<file path="src/rtl/alu_arbiter.sv">
// Two-requester front end for a shared 8-bit ALU: arbitrates, holds operands
// for one execute cycle, then registers the result until the consumer takes it.
module alu_arbiter #(
    parameter int unsigned FAIR = 1
) (
    input  logic       clk,
    input  logic       rst,
    input  logic       req0_valid,
    input  logic       req1_valid,
    output logic       req0_ready,
    output logic       req1_ready,
    input  logic [7:0] req0_a,
    input  logic [7:0] req0_b,
    input  logic [7:0] req1_a,
    input  logic [7:0] req1_b,
    input  logic [2:0] req0_s,
    input  logic [2:0] req1_s,
    output logic [7:0] alu_a,
    output logic [7:0] alu_b,
    output logic [2:0] alu_s,
    input  logic [7:0] alu_f,
    input  logic       alu_ovf,
    input  logic       alu_take_branch,
    output logic       resp_valid,
    input  logic       resp_ready,
    output logic       resp_id,
    output logic [7:0] resp_f,
    output logic       resp_ovf,
    output logic       resp_branch,
    output logic       busy
);

    typedef enum logic [1:0] {IDLE, EXEC, RESP} state_t;

    state_t     state_q, state_d;
    logic       last_q, last_d;
    logic       id_q, id_d;
    logic [7:0] a_q, a_d;
    logic [7:0] b_q, b_d;
    logic [2:0] s_q, s_d;
    logic [7:0] f_q, f_d;
    logic       ovf_q, ovf_d;
    logic       br_q, br_d;
    logic       grant;

    // Winner id when in IDLE; on a tie the fair mode picks whoever was not served last.
    always_comb begin
        grant = 1'b0;
        if (req0_valid && req1_valid) begin
            grant = (FAIR != 0) ? ~last_q : 1'b0;
        end else if (req1_valid) begin
            grant = 1'b1;
        end
    end

    always_comb begin
        state_d    = state_q;
        last_d     = last_q;
        id_d       = id_q;
        a_d        = a_q;
        b_d        = b_q;
        s_d        = s_q;
        f_d        = f_q;
        ovf_d      = ovf_q;
        br_d       = br_q;
        req0_ready = 1'b0;
        req1_ready = 1'b0;
        case (state_q)
            IDLE: begin
                req0_ready = req0_valid & ~grant;
                req1_ready = req1_valid & grant;
                if (req0_valid || req1_valid) begin
                    state_d = EXEC;
                    id_d    = grant;
                    a_d     = grant ? req1_a : req0_a;
                    b_d     = grant ? req1_b : req0_b;
                    s_d     = grant ? req1_s : req0_s;
                end
            end
            EXEC: begin
                f_d     = alu_f;
                ovf_d   = alu_ovf;
                br_d    = alu_take_branch;
                state_d = RESP;
            end
            RESP: begin
                if (resp_ready) begin
                    state_d = IDLE;
                    last_d  = id_q;
                end
            end
            default: state_d = IDLE;
        endcase
    end

    always_ff @(posedge clk or posedge rst) begin
        if (rst) begin
            state_q <= IDLE;
            last_q  <= 1'b1;
            id_q    <= 1'b0;
            a_q     <= '0;
            b_q     <= '0;
            s_q     <= '0;
            f_q     <= '0;
            ovf_q   <= 1'b0;
            br_q    <= 1'b0;
        end else begin
            state_q <= state_d;
            last_q  <= last_d;
            id_q    <= id_d;
            a_q     <= a_d;
            b_q     <= b_d;
            s_q     <= s_d;
            f_q     <= f_d;
            ovf_q   <= ovf_d;
            br_q    <= br_d;
        end
    end

    assign busy        = (state_q != IDLE);
    assign resp_valid  = (state_q == RESP);
    assign alu_a       = busy ? a_q : '0;
    assign alu_b       = busy ? b_q : '0;
    assign alu_s       = busy ? s_q : '0;
    assign resp_id     = id_q;
    assign resp_f      = f_q;
    assign resp_ovf    = ovf_q;
    assign resp_branch = br_q;

endmodule
</file>
<file path="config.mk">
export PLATFORM = sky130hd
export DESIGN_NAME = alu_arbiter
export DESIGN_NICKNAME = d
export VERILOG_FILES = /design/src/rtl/alu_arbiter.sv
export SDC_FILE = /design/constraint.sdc
export NUM_CORES = 1
export LEC_CHECK = 0
export ABC_AREA = 1
export CAP_MARGIN = 20
export CORE_MARGIN = 8
export CORE_UTILIZATION = 40
export CTS_CLUSTER_DIAMETER = 100
export DETAILED_ROUTE_END_ITERATION = 8
export PLACE_DENSITY = 0.75
export SYNTH_ARGS = -nofsm -noshare
export SYNTH_HDL_FRONTEND = slang
export SYNTH_SLANG_ARGS = --single-unit
</file>
<file path="constraint.sdc">
create_clock -name clk -period 1.6 [get_ports clk]
set_input_delay 0.48 -clock clk [delete_from_list [all_inputs] [get_ports clk]]
set_output_delay 0.48 -clock clk [all_outputs]
set_load 0.05 [all_outputs]
</file>
==> flow_metrics.py <==
metrics = {
    "floorplanning": {
        "core_area_sq_mm": 0.00441,
        "start_util": 0.419,
        "rows": 24,
        "die_y_microns": 84.0,
        "die_area_sq_mm": 0.00705,
        "pin_count": 87,
        "die_w_microns": 84.0,
    },
    "synth": {
        "synth_seq_cells": 33,
        "synth_compound_area_frac": 0.00812,
        "synth_area_sq_mm": 0.00185,
        "synthXorXnorAreaFrac": 0,
        "synth_nets": 323,
        "muxShareOfSynthArea": 0,
        "yosys.area_share.simple": 0.367,
        "yosysWarnings": 0,
        "synth.distinct_cells": 17,
        "synth_cells": 270,
        "synthAdderAreaFrac": 0,
        "ys_seq_area_frac": 0.448,
        "syn_avg_cell_area_sq_um": 6.84,
        "synth_top_family_by_area": "simple AND/OR/NAND/NOR gates",
    },
    "sta": {
        "finalCritPeriodShare": 1.12,
        "clock.fmax_ghz": 0.558,
        "period_needed_ps": 1790,
        "finalSetupViolCount": 22,
        "worst_slack_ps": -193,
        "relSlewSlack": 0.766,
        "fin_skew_ps": 8.86,
        "worst_slew_pin_slew_ps": 350,
        "hold_violations": 0,
        "rsz0062_at_grt": "yes",
        "slew_viol_final": 0,
    },
    "worst_setup_path": {
        "r2r-end": "b_q[1]$_DFFE_PP0P_",
        "critPathCaptureType": "output pin",
        "worstSetupPathType": "register to output pin",
        "crit_arrival_ps": 1310,
        "required_ps": 1120,
        "r2r_cells": 8,
        "crit_path_end": "alu_s[2]",
        "worstSetupStartpointType": "register",
        "critPathLaunch": "state_q[0]$_DFFE_PP0P_",
        "critPathMaxFanout": 5,
        "worstReg2RegStart": "last_q$_DFFE_PP1P_",
        "rrSetupSlack_ps": 120,
    },
    "global_routing": {
        "grt_usage": 0.157,
        "grt_pass1_vias": 1874,
        "grt_pass1_wl_microns": 8970,
        "grt.overflow.total": 0,
        "antenna_found_initial": 0,
        "grt_max_degree": 34,
    },
    "placement": {
        "dpl.hpwl_microns": 3970,
        "portBuffers": 86,
        "pre_cts_slack_ps": -409,
        "gp_congestion": 0.762,
    },
    "drt": {
        "wl_microns": 5720,
        "drc_errors": 0,
        "via_per_inst": 4.66,
        "drtPass1Iterations": 4,
        "routedWlPerCell_microns": 13.5,
        "drtAntennaViolNets": 0,
        "vias": 1966,
        "drtIter0Drc": 91,
    },
    "run_status": {
        "failed_checks": "negative setup slack",
        "outcome": "finished with violations",
    },
    "clock_tree": {
        "insertion_delay_ps": 290,
        "cts_tree": "yes",
        "h-tree-depth": 2,
        "cts.sinks": 33,
        "root_buffer": "clkbuf_8",
        "clk_pin_slew_ps": 70,
        "cts_buffer_depth": 2,
        "tritoncts.num_buffers": 5,
        "cts_hold_buf": 0,
    },
    "final_layout": {
        "antenna_cells": 0,
        "final_common_cell": "nand2_1",
        "final_cell_mix": "80 x nand2_1, 61 x inv_1, 50 x clkdlybuf4s50_1",
        "areaGrowthSynthToFinish_pct": 74.1,
        "fillers": 338,
        "final_layout_size_suffix_gt1_frac": 0.230,
        "fin_nets": 422,
        "final_util": 0.729,
    },
    "min_path": {
        "worstHoldPathType": "register to register",
    },
    "power": {
        "power_w": 0.00723,
        "p_per_area_mw_per_mm2": 2250,
        "peakVddDrop_mv": 0.957,
        "p_leak_nw": 1.74,
    },
    "job": {
        "maxCapViolCount": 0,
    },
}
## final cells by class
class	count	area, sq um	area share
Sequential cell	33	828	0.257
Tap cell	52	65.1	0.0202
Inverter	64	245	0.0762
Multi-Input combinational cell	160	763	0.237
Clock buffer	6	72.6	0.0226
Clock inverter	2	10.0	0.00311
Timing Repair Buffer	105	1230	0.383
## repair_timing
item / 4_1_cts / 5_1_grt
endpoints found under the setup margin: 22 / 42
gates resized for setup: 29 / 15
gates cloned: 0 / 2
pin swaps: 7 / 6
setup buffers: 8 / 0
## Yosys cell counts, drive strengths merged
| cell | n | share of area |
|---|---|---|
| inv | 64 | 0.13 |
| nand3 | 48 | 0.13 |
| clkbuf | 2 | 0.0041 |
| o21ai | 3 | 0.0081 |
| buf | 11 | 0.041 |
| dfrtp | 32 | 0.43 |
| dfstp | 1 | 0.014 |
| nand2 | 84 | 0.17 |
| nor2 | 25 | 0.062 |
## report_power, final
group / leakage [nW] / switching (W) / internal [W]
clock network: 0.0450 / 0.000307 / 0.000301
registers: 0.400 / 0.000318 / 0.00127
logic: 1.29 / 0.00300 / 0.00204
## layer usage
layer  vias up  wire (microns)  track usage
met4         0             116       0.0675
met2        65            2720        0.246
met5         -               0            0
li1        991               -            -
met1       900            2520        0.182
met3        10             368       0.0684
## state kept, by name (all words and copies together), names as in the netlist
register	flops
resp_ovf	1
resp_id	1
b_q	8
last_q	1
a_q	8
state_q	2
resp_branch	1
s_q	3
resp_f	8
## logic make-up after synthesis
kind of cell	after synthesis
flip-flops	33
AO/OA/AOI/OAI	3
buffers and inverters	77
AND/OR/NAND/NOR	157
## how the worst min path moves through the flow
stage	cells after the start	endpoint	start	slack, ps
2_1_floorplan	2	a_q[0]$_DFFE_PP0P_	a_q[0]$_DFFE_PP0P_	450
3_3_place_gp	2	b_q[3]$_DFFE_PP0P_	b_q[3]$_DFFE_PP0P_	460
3_5_place_dp	2	last_q$_DFFE_PP1P_	last_q$_DFFE_PP1P_	460
4_1_cts	2	a_q[3]$_DFFE_PP0P_	a_q[3]$_DFFE_PP0P_	480
5_1_grt	2	a_q[6]$_DFFE_PP0P_	a_q[6]$_DFFE_PP0P_	500
6_report	2	b_q[4]$_DFFE_PP0P_	b_q[4]$_DFFE_PP0P_	480
## metrics by stage
| stage | cells | hold WS [ps] | instance area [sq um] | setup TNS (ps) |
|---|---|---|---|---|
| 2_1_floorplan | 270 | 449 | 1850 | -2490 |
| 3_3_place_gp | 407 | 463 | 2930 | -5950 |
| 3_5_place_dp | 407 | 464 | 2930 | -6240 |
| 4_1_cts | 422 | 483 | 3160 | -3150 |
| 5_1_grt | 422 | 497 | 3220 | -5240 |
| 6_report | 422 | 482 | 3220 | -3930 |
## critical path: stages, from the launching register on
cell	delay, ps
dfrtp_2	450
nor2_4	200
clkbuf_16	190
nor2_2	40
buf_6	140
Power figures use the tool's default switching activity.
